## src/rtl/reg_file_scoreboard_if.sv

```systemverilog
// Register-file / load-scoreboard port bundle: writeback, two read ports,
// load issue and the scoreboard status outputs.
interface reg_file_scoreboard_if #(
  parameter int unsigned DATA_W = 32,
  parameter int unsigned ADDR_W = 5
);
  logic                     RegWrite;
  logic [ADDR_W-1:0]        WriteRegister;
  logic [DATA_W-1:0]        WriteData;
  logic [ADDR_W-1:0]        ReadRegister1;
  logic [ADDR_W-1:0]        ReadRegister2;
  logic [DATA_W-1:0]        ReadData1;
  logic [DATA_W-1:0]        ReadData2;
  logic                     LoadIssue;
  logic [ADDR_W-1:0]        LoadDest;
  logic                     Stall;
  logic [(2**ADDR_W)-1:0]   Busy;

  modport master (
    output RegWrite, WriteRegister, WriteData, ReadRegister1, ReadRegister2,
    output LoadIssue, LoadDest,
    input  ReadData1, ReadData2, Stall, Busy
  );

  modport slave (
    input  RegWrite, WriteRegister, WriteData, ReadRegister1, ReadRegister2,
    input  LoadIssue, LoadDest,
    output ReadData1, ReadData2, Stall, Busy
  );
endinterface

```

## src/rtl/reg_file_scoreboard.sv

```systemverilog
// Two-read/one-write register file with a per-register busy scoreboard for
// outstanding multicycle loads. Define REGFILE_BYPASS_EN for write-to-read bypass.
module reg_file_scoreboard #(
  parameter int unsigned DATA_W = 32,
  parameter int unsigned ADDR_W = 5
) (
  input  logic                   clk,
  input  logic                   reset,
  reg_file_scoreboard_if.slave   bus
);

  localparam int unsigned NREG = 2**ADDR_W;

  logic [DATA_W-1:0] r_regs [NREG];
  logic [NREG-1:0]   r_busy;
  logic [NREG-1:0]   w_busy_nxt;
  logic              w_wr_en;
  logic              w_ld_en;
  logic [DATA_W-1:0] w_rd1_stored;
  logic [DATA_W-1:0] w_rd2_stored;
  logic              w_hit1;
  logic              w_hit2;

  assign w_wr_en = bus.RegWrite  && (bus.WriteRegister != '0);
  assign w_ld_en = bus.LoadIssue && (bus.LoadDest      != '0);

  assign w_rd1_stored = (bus.ReadRegister1 == '0) ? '0 : r_regs[bus.ReadRegister1];
  assign w_rd2_stored = (bus.ReadRegister2 == '0) ? '0 : r_regs[bus.ReadRegister2];

  // A hit means the read index is being written back this very cycle.
`ifdef REGFILE_BYPASS_EN
  assign w_hit1 = w_wr_en && (bus.WriteRegister == bus.ReadRegister1);
  assign w_hit2 = w_wr_en && (bus.WriteRegister == bus.ReadRegister2);
`else
  assign w_hit1 = 1'b0;
  assign w_hit2 = 1'b0;
`endif

  assign bus.ReadData1 = w_hit1 ? bus.WriteData : w_rd1_stored;
  assign bus.ReadData2 = w_hit2 ? bus.WriteData : w_rd2_stored;

  assign bus.Stall = (r_busy[bus.ReadRegister1] && (bus.ReadRegister1 != '0) && !w_hit1) ||
                     (r_busy[bus.ReadRegister2] && (bus.ReadRegister2 != '0) && !w_hit2);

  assign bus.Busy = r_busy;

  // Clear on writeback first so a same-register load issue wins.
  always_comb begin
    w_busy_nxt = r_busy;
    if (w_wr_en) w_busy_nxt[bus.WriteRegister] = 1'b0;
    if (w_ld_en) w_busy_nxt[bus.LoadDest]      = 1'b1;
  end

  always_ff @(posedge clk) begin
    if (reset) begin
      for (int i = 0; i < int'(NREG); i++) r_regs[i] <= '0;
      r_busy <= '0;
    end else begin
      if (w_wr_en) r_regs[bus.WriteRegister] <= bus.WriteData;
      r_busy <= w_busy_nxt;
    end
  end

endmodule

```

## src/flat_wrapper.sv

```systemverilog
// flat-port wrapper written by rule: the top's interface ports become plain ports
module reg_file_scoreboard_flat 
#(
  parameter int unsigned DATA_W = 32,
  parameter int unsigned ADDR_W = 5
)
  (clk, reset, bus_RegWrite, bus_WriteRegister, bus_WriteData, bus_ReadRegister1, bus_ReadRegister2, bus_LoadIssue, bus_LoadDest, bus_ReadData1, bus_ReadData2, bus_Stall, bus_Busy);
  reg_file_scoreboard_if #(.DATA_W(DATA_W), .ADDR_W(ADDR_W)) bus_i ();
  input  logic clk;
  input  logic reset;
  input wire logic [$bits(bus_i.RegWrite)-1:0] bus_RegWrite;
  input wire logic [$bits(bus_i.WriteRegister)-1:0] bus_WriteRegister;
  input wire logic [$bits(bus_i.WriteData)-1:0] bus_WriteData;
  input wire logic [$bits(bus_i.ReadRegister1)-1:0] bus_ReadRegister1;
  input wire logic [$bits(bus_i.ReadRegister2)-1:0] bus_ReadRegister2;
  input wire logic [$bits(bus_i.LoadIssue)-1:0] bus_LoadIssue;
  input wire logic [$bits(bus_i.LoadDest)-1:0] bus_LoadDest;
  output wire logic [$bits(bus_i.ReadData1)-1:0] bus_ReadData1;
  output wire logic [$bits(bus_i.ReadData2)-1:0] bus_ReadData2;
  output wire logic [$bits(bus_i.Stall)-1:0] bus_Stall;
  output wire logic [$bits(bus_i.Busy)-1:0] bus_Busy;
  assign bus_i.RegWrite = bus_RegWrite;
  assign bus_i.WriteRegister = bus_WriteRegister;
  assign bus_i.WriteData = bus_WriteData;
  assign bus_i.ReadRegister1 = bus_ReadRegister1;
  assign bus_i.ReadRegister2 = bus_ReadRegister2;
  assign bus_i.LoadIssue = bus_LoadIssue;
  assign bus_i.LoadDest = bus_LoadDest;
  assign bus_ReadData1 = bus_i.ReadData1;
  assign bus_ReadData2 = bus_i.ReadData2;
  assign bus_Stall = bus_i.Stall;
  assign bus_Busy = bus_i.Busy;
  reg_file_scoreboard #(.DATA_W(DATA_W), .ADDR_W(ADDR_W)) u_core (.clk(clk), .reset(reset), .bus(bus_i));
endmodule
```

## config.mk

```make
export PLATFORM = sky130hd
export DESIGN_NAME = reg_file_scoreboard_flat
export DESIGN_NICKNAME = d
export VERILOG_FILES = /design/src/rtl/reg_file_scoreboard_if.sv /design/src/rtl/reg_file_scoreboard.sv /design/src/flat_wrapper.sv
export SDC_FILE = /design/constraint.sdc
export NUM_CORES = 2
export LEC_CHECK = 0
export BUFFER_PORTS_ARGS = -buffer_cell sky130_fd_sc_hd__clkbuf_2
export CAP_MARGIN = 20
export CELL_PAD_IN_SITES_DETAIL_PLACEMENT = 1
export CELL_PAD_IN_SITES_GLOBAL_PLACEMENT = 2
export CORE_MARGIN = 5
export CORE_UTILIZATION = 47
export DETAILED_ROUTE_END_ITERATION = 10
export GPL_TIMING_DRIVEN = 0
export PLACE_DENSITY_LB_ADDON = 0.08
export SLEW_MARGIN = 20
export SYNTH_ARGS = -nofsm -noshare
export SYNTH_HDL_FRONTEND = slang
export SYNTH_SLANG_ARGS = --single-unit
export TNS_END_PERCENT = 20
```

## constraint.sdc

```tcl
create_clock -name clk -period 4.2 [get_ports clk]
set_input_delay 0.63 -clock clk [delete_from_list [all_inputs] [get_ports clk]]
set_output_delay 0.63 -clock clk [all_outputs]
set_load 0.02 [all_outputs]
```

==> run_results.csv <==
group,metric,value,unit
status,status,"finished, violations left",
status,violations,"negative setup slack",
final_layout,final_design_area_no_fill,64200,µm²
logic_synthesis,synthCells,3659,
clock_tree,post_cts_resize_count,86,
logic_synthesis,yosysUniqueCellTypes,48,
sta,fin_skew,0,ns
flow_run,max_cap_viol_count,0,
drt,drtIter0Drc,5654,
logic_synthesis,yosysTopAreaCell,"edfxtp_1",
clock_tree,clock_latency,0.74,ns
global_routing,grt_pass1_vias,37088,
min_path,hold_path.class,"in2reg",
placement,place.gp.congestion,0.934,
clock_tree,hold_buffers,0,
clock_tree,cts_buffers,114,
drt,drc,0,
logic_synthesis,ys_ff_latch,1056,
critical_path,rrSetupSlack,3.41,ns
clock_tree,clock_path_buffers,3,
drt,drt_first_pass_iters,8,
sta,fmax,232,MHz
placement,io_buffers,141,
floorplanning,start_util,47.1,%
logic_synthesis,yosysSeqAreaShare,55.7,%
final_layout,postLayoutCoreUtil,53.7,%
placement,placed_area,59900,µm²
global_routing,track_usage,35.1,%
drt,ant_nets,0,
logic_synthesis,yosys-top-cells-area,"edfxtp_1 55%, mux4_2 22%, and2_1 11%",
floorplanning,die_h,356,µm
sta,min_period_over_period,102,%
power,power_density,419,nW/µm²
global_routing,grt_overflow,0,
clock_tree,cts_tree,"built",
clock_tree,clk_pin_slew,0.07,ns
clock_tree,post_cts_buffers,0,
clock_tree,cts.sinks,1056,
sta,rsz0062_at_grt,"true",
critical_path,critPathRequiredTime,3.57,ns
logic_synthesis,syn-cell-area,56300,µm²
global_routing,grt_max_degree,34,
sta,fin_tns_setup,-0.572,ns
floorplanning,ios,153,
sta,setup_viol,11,
sta,relSlewSlack,16.1,%
logic_synthesis,syn_avg_cell_area,15.4,µm²
critical_path,critical_path_class,"in2out",
floorplanning,coreArea,119000,µm²
critical_path,path_max_fanout,10,
drt,drt-total-wl,224000,µm
final_layout,num-nets-final,4031,
clock_tree,cts_root_buffer,"clkbuf_16",
final_layout,layout-drive-gt1-share,28.2,%
logic_synthesis,yosys_warnings,0,
global_routing,antenna_found_initial,17,
final_layout,stdcell_count,5694,
sta,drv_slew,0,
critical_path,worst_setup_path_start_kind,"primary input",
floorplanning,die_x,356,µm
drt,vias_per_cell,6.52,
placement,place_hpwl,170000,µm
logic_synthesis,synth_top_area_share,54.6,%
sta,setup_slack,-0.103,ns
floorplanning,num_rows,127,
critical_path,critPathArrivalTime,3.67,ns
final_layout,syn2layout_area_growth,13.9,%
sta,tightest_slew,1.26,ns
logic_synthesis,async_flop_share,0,%
placement,dpl.cell_count,5472,
drt,vias,37148,
logic_synthesis,ys.flop_type,"edfxtp_1",
sta,period_minus_slack,4.30,ns
global_routing,grt_pass1_wl,304000,µm
logic_synthesis,synth-edff-count,1024,
power,power,26900,µW
power,p_leak,0.0224,µW
clock_tree,htreeDepth,3,
floorplanning,die_area,127000,µm²
sta,final_hold_viol_count,0,
drt,wire_per_inst,39.3,µm
power,peakVddDrop,0.382,mV
critical_path,end_kind,"output port",
sequential cells by signal, indices dropped and copies added (netlist names):
name,flops
u_core.r_regs,1024
u_core.bus.Busy,32
cells in the mapped netlist, types with 24 or more instances:
cell type / n
edfxtp_1: 1024
and2_1: 995
mux4_2: 551
clkbuf_1: 262
mux2i_1: 110
nand2_1: 78
inv_1: 74
mux2_2: 50
nor2_1: 45
buf_1: 36
buf_2: 36
dfxtp_1: 32
nor3_1: 32
o21ai_1: 32
a221oi_1: 31
o22ai_1: 30
buf_4: 28
buf_6: 28
o21ai_0: 28
o221ai_1: 25
a21o_1: 24
a21oi_1: 24
cell type report:
type / count / area [µm²]
multi-input combinational: 2170 / 23400
sequential: 1056 / 31400
clock inverter: 59 / 687
tap: 1612 / 2020
fill: 11321 / 55300
antenna: 6 / 15.0
buffer: 389 / 1980
timing repair buffer: 170 / 1310
clock buffer: 158 / 3140
inverter: 74 / 278
path summary, 6_finish.rpt:
path	cells past startpoint	to	startpoint
max	10	bus_ReadData1[8]	bus_ReadRegister1[0]
min	3	u_core.bus.Busy[31]	bus_LoadDest[1]
max reg2reg	2	u_core.bus.Busy[18]	u_core.bus.Busy[18]
min reg2reg	2	u_core.bus.Busy[5]	u_core.bus.Busy[5]
per-layer routing:
layer  wire, µm  vias to the layer above  GRT usage [%]
met4      10600                       10           14.8
met1      87000                    19759           48.2
met3      24000                      449           8.50
li1           -                    14677              -
met5         66                        -              0
met2     102000                     2253           54.3
stage by stage:
step | hold WS (ns) | worst slack, ns
after floorplan | 0.557 | 1.02
after global placement | 0.488 | -1.17
after detailed placement | 0.492 | -0.981
after CTS | 0.140 | -0.0186
after global routing | 0.195 | -0.0680
final | 0.180 | -0.103
critical path, stage by stage:
cell	delay [ns]
buf_6	0.23
buf_6	0.30
buf_8	0.28
buf_6	0.31
buf_4	0.34
mux2i_1	0.12
o221ai_1	0.42
a221oi_2	0.16
nor3_1	0.51
clkbuf_2	0.28
cells in the final DEF (no fill, tap or decap), types with 10 or more instances in the layout:
cell type	count
a221oi_2	12
a221oi_4	10
clkbuf_1	258
buf_2	39
bufinv_16	15
dfxtp_1	32
o22ai_1	30
mux2_2	50
buf_6	28
nor3_1	25
clkinv_2	19
buf_4	34
inv_1	74
mux2i_1	110
buf_12	24
buf_1	16
o21ai_1	32
conb_1	32
clkbuf_2	173
a21o_2	21
nor2_1	45
mux4_2	551
o21ai_0	28
clkinv_1	20
a21oi_1	21
and2_1	995
nand2_1	78
edfxtp_1	1024
o221ai_1	25
a211o_1	19
clkbuf_16	116
logic make-up (layout without fill, tap and decap cells):
group / after synthesis / count (layout) / synth area share (%)
AND/OR/NAND/NOR: 1186 / 1186 / 12.6
flip-flops: 1056 / 1056 / 55.7
multiplexers: 711 / 711 / 25.0
buffers and inverters: 464 / 850 / 3.73
AO/OA/AOI/OAI: 241 / 241 / 2.97
other: 1 / 38 / 0.00666
power by group:
| group | switching, µW | internal [µW] | total, µW |
|---|---|---|---|
| combinational | 2380 | 1450 | 3830 |
| sequential | 308 | 12100 | 12400 |
| clock | 4490 | 6120 | 10600 |
| total | 7180 | 19700 | 26900 |
No activity file was read; power rests on OpenSTA's default activity.
